### src/rtl/echo_frontend_pkg.sv
// Shared types and helpers for the ultrasonic echo front end.
// Holds the FSM state encoding, default parameters and a lowest-set-bit encoder.
package echo_frontend_pkg;

  typedef enum logic [1:0] {
    ST_IDLE   = 2'd0,
    ST_TRIG   = 2'd1,
    ST_LISTEN = 2'd2,
    ST_DONE   = 2'd3
  } state_t;

  localparam int DEF_N_SENSORS   = 32;
  localparam int DEF_TRIG_CYCLES = 640;
  localparam int DEF_FILT        = 3;
  localparam int DEF_WIN_W       = 32;
  localparam int MAX_SENSORS     = 32;

  // Scanning from the top down leaves the lowest set bit as the final answer.
  function automatic logic [4:0] lsb_index(input logic [MAX_SENSORS-1:0] v);
    lsb_index = '0;
    for (int i = MAX_SENSORS - 1; i >= 0; i--) begin
      if (v[i]) lsb_index = i[4:0];
    end
  endfunction

endpackage

### src/rtl/echo_frontend_echo_channel_filter.sv
// One echo channel: 2-flop synchronizer feeding a FILT-sample hysteresis filter.
// A raw level change reaches o_echo_clean 2+FILT clocks later; never stalls.
module echo_channel_filter
  import echo_frontend_pkg::*;
#(
  parameter int FILT = DEF_FILT
) (
  input  logic clk,
  input  logic rst_n,
  input  logic i_echo_raw,
  output logic o_echo_clean
);

  logic            r_sync1;
  logic            r_sync2;
  logic [FILT-2:0] r_hist;
  logic            r_clean;
  logic [FILT-1:0] w_win;

  // The newest synchronized sample completes the FILT-wide window, saving one
  // clock versus filtering only on stored history.
  assign w_win = {r_hist, r_sync2};

  always_ff @(posedge clk or negedge rst_n) begin
    if (!rst_n) begin
      r_sync1 <= 1'b0;
      r_sync2 <= 1'b0;
      r_hist  <= '0;
      r_clean <= 1'b0;
    end else begin
      r_sync1 <= i_echo_raw;
      r_sync2 <= r_sync1;
      r_hist  <= w_win[FILT-2:0];
      if (&w_win)
        r_clean <= 1'b1;
      else if (~|w_win)
        r_clean <= 1'b0;
    end
  end

  assign o_echo_clean = r_clean;

endmodule

### src/rtl/soham_kapur_echo_frontend.sv
// Ultrasonic front end: masked trigger burst, echo conditioning, windowed rise capture.
// Trigger follows accepted start by one clock; done pulses one clock after the window.
module soham_kapur_echo_frontend
  import echo_frontend_pkg::*;
#(
  parameter int N_SENSORS   = DEF_N_SENSORS,
  parameter int TRIG_CYCLES = DEF_TRIG_CYCLES,
  parameter int FILT        = DEF_FILT,
  parameter int WIN_W       = DEF_WIN_W
) (
  input  logic                 clk,
  input  logic                 rst_n,
  input  logic                 start,
  input  logic                 abort,
  input  logic [N_SENSORS-1:0] active_mask,
  input  logic [WIN_W-1:0]     window,
  input  logic [N_SENSORS-1:0] echo_raw,
  output logic [N_SENSORS-1:0] trig_out,
  output logic [N_SENSORS-1:0] echo_clean,
  output logic [N_SENSORS-1:0] echo_seen,
  output logic [4:0]           first_idx,
  output logic                 first_valid,
  output logic                 busy,
  output logic                 done
);

  localparam int TRIG_W = (TRIG_CYCLES > 1) ? $clog2(TRIG_CYCLES) : 1;
  localparam int CNT_W  = (WIN_W > TRIG_W) ? WIN_W : TRIG_W;

  state_t                 r_state;
  logic [CNT_W-1:0]       r_cnt;
  logic [N_SENSORS-1:0]   r_mask;
  logic [WIN_W-1:0]       r_win_last;
  logic [N_SENSORS-1:0]   r_clean_d;
  logic [N_SENSORS-1:0]   r_seen;
  logic [4:0]             r_first_idx;
  logic                   r_first_valid;
  logic [N_SENSORS-1:0]   w_clean;
  logic [N_SENSORS-1:0]   w_rise;
  logic                   w_trig_term;
  logic                   w_win_term;

  for (genvar g = 0; g < N_SENSORS; g++) begin : g_chan
    echo_channel_filter #(.FILT(FILT)) u_filt (
      .clk          (clk),
      .rst_n        (rst_n),
      .i_echo_raw   (echo_raw[g]),
      .o_echo_clean (w_clean[g])
    );
  end

  assign w_rise      = w_clean & ~r_clean_d & r_mask;
  assign w_trig_term = (r_cnt == CNT_W'(TRIG_CYCLES - 1));
  assign w_win_term  = (r_cnt == CNT_W'(r_win_last));

  always_ff @(posedge clk or negedge rst_n) begin
    if (!rst_n)
      r_clean_d <= '0;
    else
      r_clean_d <= w_clean;
  end

  always_ff @(posedge clk or negedge rst_n) begin
    if (!rst_n) begin
      r_state       <= ST_IDLE;
      r_cnt         <= '0;
      r_mask        <= '0;
      r_win_last    <= '0;
      r_seen        <= '0;
      r_first_idx   <= '0;
      r_first_valid <= 1'b0;
    end else if (abort) begin
      r_state       <= ST_IDLE;
      r_cnt         <= '0;
      r_seen        <= '0;
      r_first_valid <= 1'b0;
    end else begin
      case (r_state)
        ST_IDLE: begin
          if (start) begin
            r_mask        <= active_mask;
            // Storing window-1 lets a zero window collapse to a single cycle.
            r_win_last    <= (window == '0) ? '0 : window - 1'b1;
            r_seen        <= '0;
            r_first_idx   <= '0;
            r_first_valid <= 1'b0;
            r_cnt         <= '0;
            r_state       <= ST_TRIG;
          end
        end
        ST_TRIG: begin
          if (w_trig_term) begin
            r_cnt   <= '0;
            r_state <= ST_LISTEN;
          end else begin
            r_cnt <= r_cnt + 1'b1;
          end
        end
        ST_LISTEN: begin
          r_seen <= r_seen | w_rise;
          if (!r_first_valid && (|w_rise)) begin
            r_first_idx   <= lsb_index(MAX_SENSORS'(w_rise));
            r_first_valid <= 1'b1;
          end
          if (w_win_term) begin
            r_cnt   <= '0;
            r_state <= ST_DONE;
          end else begin
            r_cnt <= r_cnt + 1'b1;
          end
        end
        ST_DONE:  r_state <= ST_IDLE;
        default:  r_state <= ST_IDLE;
      endcase
    end
  end

  assign trig_out    = (r_state == ST_TRIG) ? r_mask : '0;
  assign echo_clean  = w_clean;
  assign echo_seen   = r_seen;
  assign first_idx   = r_first_idx;
  assign first_valid = r_first_valid;
  assign busy        = (r_state != ST_IDLE);
  assign done        = (r_state == ST_DONE);

endmodule
### config.mk
export PLATFORM = sky130hd
export DESIGN_NAME = soham_kapur_echo_frontend
export DESIGN_NICKNAME = d
export VERILOG_FILES = /design/src/rtl/echo_frontend_pkg.sv /design/src/rtl/echo_frontend_echo_channel_filter.sv /design/src/rtl/soham_kapur_echo_frontend.sv
export SDC_FILE = /design/constraint.sdc
export NUM_CORES = 1
export LEC_CHECK = 0
export ABC_AREA = 1
export CAP_MARGIN = 15
export CORE_MARGIN = 2
export CORE_UTILIZATION = 58
export DETAILED_ROUTE_END_ITERATION = 12
export GPL_ROUTABILITY_DRIVEN = 0
export HOLD_SLACK_MARGIN = 0.05
export PLACE_DENSITY = 0.85
export REMOVE_ABC_BUFFERS = 1
export SLEW_MARGIN = 20
export SYNTH_ARGS = -nofsm -noshare
export SYNTH_HDL_FRONTEND = slang
export SYNTH_SLANG_ARGS = --single-unit
### constraint.sdc
create_clock -name clk -period 3.3 [get_ports clk]
set_input_delay 0.66 -clock clk [delete_from_list [all_inputs] [get_ports clk]]
set_output_delay 0.66 -clock clk [all_outputs]
set_load 0.02 [all_outputs]
==> impl.org <==
** CTS
- Clock tree synthesis found a total of around 330 sinks.
- CTS built an H-tree with a depth of 2.
- Inserted Clock Buffers :: 34
- Gates resized during post-CTS repair numbered 0.
- TritonCTS built the clock tree.
- No sink is reached through more buffers than the 3 on the longest clock path.
- Number of buffers inserted by hold repair at cts :: 0
- Clock insertion delay at the later pin of the skew report :: 0.51 ns
- Clock-pin slew was measured on the worst setup and hold paths at 0.07 ns.
- In this run the post-CTS setup repair buffer count came out at 0.
- Root Buffer :: sky130_fd_sc_hd__clkbuf_16

** Global routing
- Met3 Track Usage GR :: 0.04333
- Initial antenna violation count :: 2
- Global routing usage summed across all routing layers :: 0.2719
- Overflow left after global routing :: 0
- Number of global-route vias before repair :: 10780
- Global routing met2 resource utilization :: 0.4834
- In the global route stage, met1 resource usage came out at 0.3334.
- Most Crowded Layer GR :: met2
- The first global-routing pass estimated 52530 microns of wire.
- Entering global routing, the biggest net connects 83 pins.

** Floorplan
- Pin placement for this block handled 204 I/O pins.
- From bottom edge to top edge, the die measures 156.1 microns.
- Placeable core area :: roughly 0.023 sq mm
- The floorplan has 55 rows.
- Floorplan die width :: roughly 160 microns
- Effective utilization at floorplan :: 0.5923
- The die covers 0.02435 sq mm.

** Finish
- Layout area overhead :: 26.25%
- Of the cells placed in the final design, the portion with a size suffix greater than 1 is 0.07143.
- The library cell used most frequently in the layout, excluding fill and tap cells, is sky130_fd_sc_hd__dfrtp_1.
- Post-layout util :: 0.7477
- In the final design database the tool counted 1722 nets.
- Total of fill cells in the finished design :: between 1000 and 1500
- In the layout the commonest cells are sky130_fd_sc_hd__dfrtp_1, sky130_fd_sc_hd__nand2_1, sky130_fd_sc_hd__inv_1.

** Logic synthesis
- Synthesis produced 1403 cells.
- Flip-flop and latch count after synthesis :: 328
- Each instance of the synthesized netlist takes up on average 9.557 sq um.
- Number of flops mapped to enable cells by yosys :: 0
- Of the synthesized area, sequential elements account for 0.6121.
- Of all flip-flops after synthesis, the portion carrying an async set or reset was 1.000.
- Number of distinct library cells after synthesis :: 47
- Among all flip-flop cells after synthesis, the most frequent one is sky130_fd_sc_hd__dfrtp_1.
- Synth Warn # :: 0
- In this run the cell area of the synthesized design comes to 0.01341 sq mm.

** Placement
- Once detailed placement completed, the half-perimeter wirelength came to 21890 microns.
- Number of input and output port buffers inserted :: between 200 and 250
- OpenSTA, run right after detailed placement, puts the worst setup slack at -0.1839 ns.

** Drt
- Detailed-route via count :: ~10000
- After the first detailed-routing iteration, the DRC count stood at ~720.
- Dividing the detail-routed wire length by the instance count gives about 17 microns.
- The detail route stage leaves a number of antenna-violating nets equal to 0.
- Drt pass-1 iters :: 7
- In the routed layout, each cell is associated on average with a via count of 5.389.
- Routed wire length :: 32170 microns
- Residual DRC count :: 0

** Setup path
- In this run the worst path has a maximum fanout of 32.
- The slowest stage of the critical path is the sky130_fd_sc_hd__clkdlybuf4s50_1 cell.
- In this design, the largest share of critical-path delay is due to buffers and inverters.
- Critical Path Source :: r_state[1]
- Data arrives at the worst endpoint at 2.41 ns.
- Crit Path Class :: flop to output port
- Most Frequent Cell on Critical Path :: sky130_fd_sc_hd__inv_1
- Worst R2R Start :: g_chan[15].u_filt.o_echo_clean
- Critical path's largest stage delay :: 0.60 ns
- Data required time of the critical path :: around 2.6 ns
- CP bufs+invs :: 4
- The worst setup path is captured at an output port.
- Startpoint type of the worst setup path :: flop
- Across all register-to-register paths, the minimum setup slack is 0.40 ns.
- Critical path capture point :: trig_out[17]
- The critical path crosses 6 cells after its start point.
- Crit path cell chain :: inv_1 -> ha_1 -> buf_4 -> nand2_1 -> inv_1 -> clkdlybuf4s50_1
- Reg-to-reg endpoint :: first_idx[3]
- The worst register-to-register path has a depth of 12.

** STA
- Min Tclk post-route :: 3.067 ns
- Headroom to the max-slew limit came out at 0.5690.
- Final period util :: 0.9294
- The count of final max-slew check failures came to 0.
- For the pin with the worst max-slew slack, the measured transition is ~0.63 ns.
- RSZ-0062 raised after global routing :: false
- Number of hold-slack violations in the final timing report :: 0
- In the post-route analysis, the smallest setup slack over all paths is 0.2330 ns.
- Setup violations remaining at the end of the flow were counted as 0.
- Timing would allow up to 326.1 MHz.
- Hold timing on the final database bottoms out at a slack of 0.1032 ns.
- Post-route clock skew :: 0.02001 ns

** Min path
- Hold Path Class :: input port to async pin

** Power and ir drop
- Leakage power :: between 0.007 and 0.008 uW
- Power density normalized to cell area :: 745.0 mW/mm^2
- Overall power :: 12610 uW
- Across the VDD grid, the largest voltage drop is 465.4 uV.

** Outcome
- Run status :: finished, final reports clean

** Flow run
- Count of maximum capacitance violations :: 0
-- cell families after synthesis --
family          Yosys count  synth area share
compound gates          176           0.07632
xor+xnor                 53           0.03462
fa+ha+maj                 6          0.005598
buf+inv                 296           0.09331
flops                   328            0.6121
simple gates            544            0.1780
-- per-layer routing --
metal,vias up,share of wire
met3,72,0.060
li1,4850,-
met2,423,0.51
met4,0,0.032
met5,-,0
met1,5035,0.39
-- synth_stat cells (3+ instances only) --
library cell / n / area, sq um
sky130_fd_sc_hd__o21ai_1: 7 / 35.03
sky130_fd_sc_hd__a21oi_1: 76 / 380.4
sky130_fd_sc_hd__o2111ai_1: 4 / 35.03
sky130_fd_sc_hd__o22ai_2: 7 / 87.58
sky130_fd_sc_hd__o21ai_0: 55 / 275.3
sky130_fd_sc_hd__nor3_4: 3 / 48.80
sky130_fd_sc_hd__dfrtp_1: 328 / 8208
sky130_fd_sc_hd__nor3_1: 82 / 410.4
sky130_fd_sc_hd__clkbuf_1: 22 / 82.58
sky130_fd_sc_hd__xor2_1: 21 / 183.9
sky130_fd_sc_hd__or2_2: 5 / 31.28
sky130_fd_sc_hd__buf_4: 32 / 240.2
sky130_fd_sc_hd__a31oi_1: 4 / 25.02
sky130_fd_sc_hd__xnor2_1: 32 / 280.3
sky130_fd_sc_hd__inv_1: 236 / 885.9
sky130_fd_sc_hd__o21ai_2: 4 / 35.03
sky130_fd_sc_hd__nor3b_1: 4 / 30.03
sky130_fd_sc_hd__nand3_1: 55 / 275.3
sky130_fd_sc_hd__nand2_1: 251 / 942.2
sky130_fd_sc_hd__nor2_1: 111 / 416.7
sky130_fd_sc_hd__nor4_1: 13 / 81.33
sky130_fd_sc_hd__o22ai_1: 4 / 25.02
sky130_fd_sc_hd__nand4_1: 10 / 62.56
sky130_fd_sc_hd__ha_1: 6 / 75.07
-- per-stage QoR --
step / instances / TNS, ns / cell area (sq um)
after detailed placement: 1865 / -4.913 / 15750
after global placement: 1865 / -2.322 / 15750
after CTS: 1923 / 0 / 16920
after floorplan: 1345 / -6.478 / 13050
final: 1926 / 0 / 16930
after global routing: 1925 / 0 / 16930
-- worst min-delay path by stage --
stage,start,to,slack [ns]
after global routing,rst_n,r_clean_d[23],0.14
after global placement,g_chan[16].u_filt.r_sync1,g_chan[16].u_filt.r_sync2,0.33
after floorplan,g_chan[0].u_filt.r_sync1,g_chan[0].u_filt.r_sync2,0.33
after CTS,rst_n,g_chan[23].u_filt.r_hist[1],0.13
after detailed placement,g_chan[0].u_filt.r_sync1,g_chan[0].u_filt.r_sync2,0.33
final,rst_n,r_clean_d[23],0.10
-- sequential cells by signal, indices dropped and copies added, names as in the netlist --
register,cells
echo_seen,32
g_chan.u_filt.r_sync2,32
g_chan.u_filt.o_echo_clean,32
r_cnt,32
first_idx,5
r_clean_d,32
r_state,2
first_valid,1
r_mask,32
g_chan.u_filt.r_sync1,32
g_chan.u_filt.r_hist,64
r_win_last,32
-- final cells by class --
class	instances	area, sq um	share of cell area
flip-flops and latches	328	8208	0.4848
multi-input cells	779	3954	0.2336
repair buffers	235	2340	0.1382
clock buffers	44	959.7	0.05669
inverters	238	893.4	0.05277
well taps	285	356.6	0.02106
clock inverters	14	210.2	0.01242
diodes	3	7.507	0.0004435
-- power breakdown --
part / total [uW] / internal (uW) / switching [uW] / leakage [uW]
clock network: 4010 / 2450 / 1560 / 0.000579
registers: 5140 / 4700 / 440 / 0.00404
logic: 3470 / 1350 / 2120 / 0.00304
total: 12600 / 8490 / 4120 / 0.00766
-- worst register-to-register path, cell delays in order (launching register included) --
cell	delay [ns]
sky130_fd_sc_hd__dfrtp_1	0.40
sky130_fd_sc_hd__inv_1	0.09
sky130_fd_sc_hd__nor3_1	0.42
sky130_fd_sc_hd__nor2_1	0.16
sky130_fd_sc_hd__nand2_1	0.12
sky130_fd_sc_hd__nor2_1	0.07
sky130_fd_sc_hd__nor4b_1	0.15
sky130_fd_sc_hd__nand3_1	0.12
sky130_fd_sc_hd__nand2_1	0.07
sky130_fd_sc_hd__a2111oi_0	0.58
sky130_fd_sc_hd__nand2_1	0.20
sky130_fd_sc_hd__nor2_1	0.25
sky130_fd_sc_hd__a32o_1	0.20
Power figures use the tool's default switching activity.
==> patch 1: new RTL, config.mk and constraints unchanged <==
The 4 states of `state_t` get a one-hot encoding in 4 bits.
--- a/src/rtl/echo_frontend_pkg.sv
+++ b/src/rtl/echo_frontend_pkg.sv
@@ -3,9 +3,9 @@
 package echo_frontend_pkg;
 
-  typedef enum logic [1:0] {
-    ST_IDLE   = 2'd0,
-    ST_TRIG   = 2'd1,
-    ST_LISTEN = 2'd2,
-    ST_DONE   = 2'd3
+  typedef enum logic [3:0] {
+    ST_IDLE   = 4'b0001,
+    ST_TRIG   = 4'b0010,
+    ST_LISTEN = 4'b0100,
+    ST_DONE   = 4'b1000
   } state_t;
 
Check against the original RTL: same outputs for any inputs over 4 cycles, from zero or initial values and one cycle with rst_n low; so few cycles prove little.
==> patch 1 against the original RTL <==
  * Clock skew increased by 0.0047 ns
  * Register-to-register slack lost 0.09 ns
  * Critical endpoint is now trig_out[13]
  * Setup slack got worse by 0.047 ns
  * Final area shrank 0.16%
  * Critical path depth up 1
  * First-iteration DRC count increased by 24%
  * Sequential cell count is 2 higher
  * Synthesized area down 1.3%
  * Count of clock-buffer cells in the layout increased by 7
  * Wire length is 3.8% lower
  * Worst hold slack gained 0.017 ns
  * Total power down 16%
==> patch 1: results (changes against the original RTL) <==
Power
  • Sw power: 2930 uW (-29%)
  • Clock net power: about 4000 uW
  • Clk network pwr share: 0.381 (+0.063)
  • Logic power comb: 1810 uW (-48%)
  • Maximum vdd drop: 0.313 mV (-33%)
  • Leakage Power: 0.00753 uW (-1.7%)

Place
  • Dpl cells: 1821 (-2.4%)
  • Dpl cell area: 15600 um^2 (-0.83%)
  • Post-DP HPWL: 21500 um (-1.6%)
  • Setup Slack @ Placement: -0.328 ns (-0.144 ns)

Layout
  • Area Growth Syn to Fin: 27.7%
  • Share of layout cells above drive strength 1: 0.0826 (+0.0111)
  • # nets final: 1677 (-2.6%)
  • Finished Layout Cells: 1885 (-2.1%)
  • Fillcell total: 1440 (-3.9%)

GRT
  • Vias in the first global route: 10300 (-4.5%)
  • Gr usage total: 0.264 (-0.00831)
  • Initial antenna violation count: 1 (-1)
  • GR Util met1: 0.329 (-0.00419)
  • GR Util met2: 0.456 (-0.0275)
  • Pin count of the biggest net entering global routing: 80 (-3.6%)
  • First-pass GRT wire length: 50600 um (-3.7%)
  • Met3 Track Usage GR: 0.0451 (+0.00179)

Yosys
  • Synth top cells by count: 329 x dfrtp_1, 212 x nand2_1, 208 x inv_1
  • Sequential share of the synthesized area: 0.624 (+0.0117)
  • Synth top area cells: dfrtp_1 62%, nand2_1 6.0%, inv_1 5.9%
  • Syn Area/Cell: 9.78 um^2 (+2.4%)
  • Distinct cells, synth: 45 (-4.3%)
  • Syn. warnings: 0 (unchanged)

Timing
  • Relative max-transition margin: 0.537 (-0.0316)
  • Final clock skew: 0.0247 ns (+0.00472 ns)

CTS
  • Post-CTS Resized: 0 (unchanged)
  • H-tree lvl count: 2 (unchanged)
  • Clk pin slew, worst setup/hold paths: approximately 0.06 ns
  • CTS Root Cell: clkbuf_16
  • TritonCTS Buffers: 35 (+2.9%)
  • Clk_lat worst skew: 0.52 ns
  • Clk buf depth: 3 (unchanged)

Detailed routing
  • Vias/cell: 5.39 (about the same)
  • Wl on met1: 12200 um (-3.5%)
  • Drt pass-1 iters: 5 (-2)
  • DRT iter0 DRCs: 896 (+24%)
  • Met2 WL: 15500 um (-6.2%)
  • Met3 WL post-DR: 1900 um (-1.1%)
  • Total Wirelength: 31000 um (-3.8%)

Setup path
  • Critical Path Max Stage Delay: 0.63 ns (+0.03 ns)
  • Crit Path Max Fanout: 34 (+6.3%)

Run status
  • Status: finished clean
patch 1: changes by cell type after synthesis, sizes merged, moves of 4 or more:
cell | before | now
a21oi | 76 | 80
ha | 6 | 2
inv | 237 | 212
nand2 | 253 | 214
nand3 | 57 | 61
nor3 | 86 | 91
or2 | 5 | 0
patch 1: path summary, 6_finish.rpt:
check / start / end / slack [ns] / depth (start not counted)
max reg2reg: r_state[2]$_DFFE_PN0P_ / r_cnt[31]$_DFFE_PN0P_ / 0.31 / 23
max in group asynchronous: rst_n / g_chan[28].u_filt.r_sync1$_DFF_PN0_ / 2.26 / 2
max: r_state[2]$_DFFE_PN0P_ / trig_out[13] / 0.19 / 7
min reg2reg: g_chan[16].u_filt.r_sync1$_DFF_PN0_ / g_chan[16].u_filt.r_sync2$_DFF_PN0_ / 0.34 / 0
min: rst_n / g_chan[5].u_filt.r_hist[0]$_DFF_PN0_ / 0.12 / 1
min in group clk: g_chan[16].u_filt.r_sync1$_DFF_PN0_ / g_chan[16].u_filt.r_sync2$_DFF_PN0_ / 0.34 / 0
patch 1: cells by family (layout without fill, tap and decap cells):
| group | after synthesis | in the layout | synth area share |
|---|---|---|---|
| compound gates | 177 | 177 | 0.0737 |
| xor+xnor | 54 | 54 | 0.0357 |
| fa+ha+maj | 2 | 2 | 0.00189 |
| buf+inv | 270 | 516 | 0.0868 |
| flops | 330 | 330 | 0.624 |
| other cells | 0 | 1 | 0 |
| simple gates | 520 | 520 | 0.178 |
patch 1: layout make-up:
class,instances,area share
antenna,1,0.000148
clock buffer,51,0.0631
clock inverter,10,0.00866
inverter,212,0.0471
multi-input combinational,753,0.229
sequential,330,0.489
tap,285,0.0211
timing repair buffer,243,0.142
==> patch 2: new RTL, same settings <==
Made on the original files. The package constant `DEF_TRIG_CYCLES` goes from 640 to 2560.
--- a/src/rtl/echo_frontend_pkg.sv
+++ b/src/rtl/echo_frontend_pkg.sv
@@ -11,5 +11,5 @@
 
   localparam int DEF_N_SENSORS   = 32;
-  localparam int DEF_TRIG_CYCLES = 640;
+  localparam int DEF_TRIG_CYCLES = 2560;
   localparam int DEF_FILT        = 3;
   localparam int DEF_WIN_W       = 32;
Function: same outputs for any inputs over 4 cycles, from zero or initial values and one cycle with rst_n low; that may be too few to reach the edited logic, so the function may still have changed.
==> patch 2 against the original RTL <==
  * Sequential cell count unchanged
  * Die area is 1.6% lower
  * Setup slack got worse by 0.057 ns
  * Total power down 1.9%
  * Largest power group unchanged
  * Final area fell by 0.22%
  * Synthesized area decreased by 1.7%
  * Critical path depth up 14
  * Clock skew decreased by 0.0023 ns
  * Wire length fell by 3.0%
  * Synthesized cell count down 4.0%
==> patch 2: results (changes against the original RTL) <==
Run status
  • Status: finished clean

Place
  • Dpl cells: 1821 (-2.4%)
  • Setup Slack @ Placement: -0.427 ns (-0.243 ns)
  • Post-DP HPWL: 21700 um (-1.0%)
  • PortBufs: 203 (unchanged)
  • Dpl cell area: 15600 um^2 (-0.72%)

Power
  • Leakage Power: 0.00770 uW (+0.46%)
  • Sw power: 4040 uW (-2.0%)
  • Maximum vdd drop: 0.338 mV (-27%)

Layout
  • Number of flip-flops in the largest register: 64 (unchanged)
  • Finished Layout Cells: 1886 (-2.1%)
  • Most flop-heavy register: g_chan.u_filt.r_hist
  • Share of layout cells above drive strength 1: 0.0895 (+0.0181)
  • # nets final: 1685 (-2.1%)

GRT
  • Pin count of the biggest net entering global routing: 82 (-1.2%)
  • Initial antenna violation count: 5 (+3)
  • First-pass GRT wire length: 49900 um (-5.0%)
  • Vias in the first global route: 10300 (-4.4%)
  • Gr usage total: 0.261 (-0.0109)

CTS
  • H-tree lvl count: 2 (unchanged)
  • CTS Root Cell: clkbuf_16
  • Clk_lat worst skew: 0.50 ns
  • Clk pin slew, worst setup/hold paths: 0.06 ns
  • Clk buf depth: 3 (unchanged)
  • TritonCTS Buffers: 34 (unchanged)

Setup path
  • Crit path DAT: 3.49 ns (+1.08 ns)
  • Crit Path Max Fanout: 7 (-78%)
  • Critical Path Max Stage Delay: 0.27 ns (-0.33 ns)
  • Crit path max-delay family: simple AND/OR/NAND/NOR gates
  • CP max stage cell: or2_4

Timing
  • Relative max-transition margin: 0.577 (+0.00758)
  • Final clock skew: 0.0177 ns (-0.00227 ns)

Hold path
  • Hold Crit Class: in2async

Detailed routing
  • Drt pass-1 iters: 5 (-2)
  • Routed WL per cell: 16.5 um (-0.94%)
  • DRT iter0 DRCs: 652 (-9.7%)
  • Vias: 10100 (-3.0%)

Yosys
  • Main synth FF type: dfrtp_1
  • Synth top cells by count: 328 x dfrtp_1, 249 x nand2_1, 212 x inv_1
  • Syn Area/Cell: 9.79 um^2 (+2.4%)
  • Post-synth top area share: 0.622 (+0.0103)
  • Syn. warnings: 0 (unchanged)
  • Distinct cells, synth: 52 (+11%)
  • Synth top area cells: dfrtp_1 62%, nand2_1 7.1%, inv_1 6.0%
  • Post-synthesis async set-or-reset flop share: 1.00 (unchanged)
  • Number of synthesized register bits: 328 (unchanged)
  • Sequential share of the synthesized area: 0.622 (+0.0103)
-- patch 2: changes by cell type in the layout (fill, tap and decap cells not counted), sizes merged, moves of 3 or more --
cell,before,now
nor2,112,80
inv,239,217
buf,33,53
a21oi,76,89
nand3,57,48
clkdlybuf4s50,202,197
dlymetal6s2s,0,5
o21ai,66,70
clkinv,8,5
nand2,253,250
nor3,86,83
-- patch 2: repair_timing --
item,in CTS,in global routing
setup endpoints to repair,0,34
buffers inserted,0,5
gates resized for setup,0,24
-- patch 2: cell type report --
cell class / instances / area, um^2
fill: 1460 / 5610
multi-input combinational: 744 / 3870
antenna: 3 / 7.51
sequential: 328 / 8210
clock inverter: 10 / 133
clock buffer: 45 / 963
timing repair buffer: 256 / 2540
inverter: 215 / 810
tap: 285 / 357
-- patch 2: kinds of logic (layout without fill, tap and decap cells) --
| logic type | after synthesis | after routing | share of synthesized area |
|---|---|---|---|
| buf+inv | 275 | 526 | 0.0889 |
| compound gates | 188 | 188 | 0.0809 |
| simple gates | 496 | 496 | 0.166 |
| other cells | 0 | 3 | 0 |
| flops | 328 | 328 | 0.622 |
| xor+xnor | 54 | 54 | 0.0359 |
| fa+ha+maj | 6 | 6 | 0.00569 |
-- patch 2: path summary, 6_finish.rpt --
kind                                                      from                             endpoint  slack [ns]  cells past startpoint
setup / recovery                                     window[0]           r_win_last[17]$_DFFE_PN0P_        0.18                     20
hold / removal                                           rst_n               r_mask[22]$_DFFE_PN0P_        0.14                      1
setup reg to reg                        r_state[0]$_DFFE_PN0P_                r_cnt[29]$_DFFE_PN0P_        0.39                     18
hold reg to reg            g_chan[20].u_filt.r_sync1$_DFF_PN0_  g_chan[20].u_filt.r_sync2$_DFF_PN0_        0.34                      0
max in group asynchronous                                rst_n   g_chan[3].u_filt.r_sync1$_DFF_PN0_        2.28                      2
min in group clk           g_chan[20].u_filt.r_sync1$_DFF_PN0_  g_chan[20].u_filt.r_sync2$_DFF_PN0_        0.34                      0
-- patch 2: power by group through the flow --
stage / sequential, uW / clock, uW / combinational, uW
after floorplan: 5240 / 0 / 1780
after global placement: 5130 / 0 / 3270
after detailed placement: 5190 / 0 / 3390
after CTS: 5130 / 3820 / 3440
after global routing: 5200 / 3990 / 3830
final: 5140 / 3760 / 3480
-- patch 2: metal layers --
| layer | track usage | up-vias | part of all wire |
|---|---|---|---|
| met2 | 0.460 | 337 | 0.51 |
| met1 | 0.329 | 4935 | 0.40 |
| li1 | - | 4718 | - |
| met4 | 0.0895 | 4 | 0.030 |
| met5 | 0 | - | 0.00074 |
| met3 | 0.0454 | 78 | 0.059 |
-- patch 2: metrics by stage --
stage	utilization	TNS [ns]
after floorplan	-	-0.934
after global placement	0.695	-7.12
after detailed placement	0.695	-12.38
after CTS	0.744	0
after global routing	0.751	0
final	0.751	0
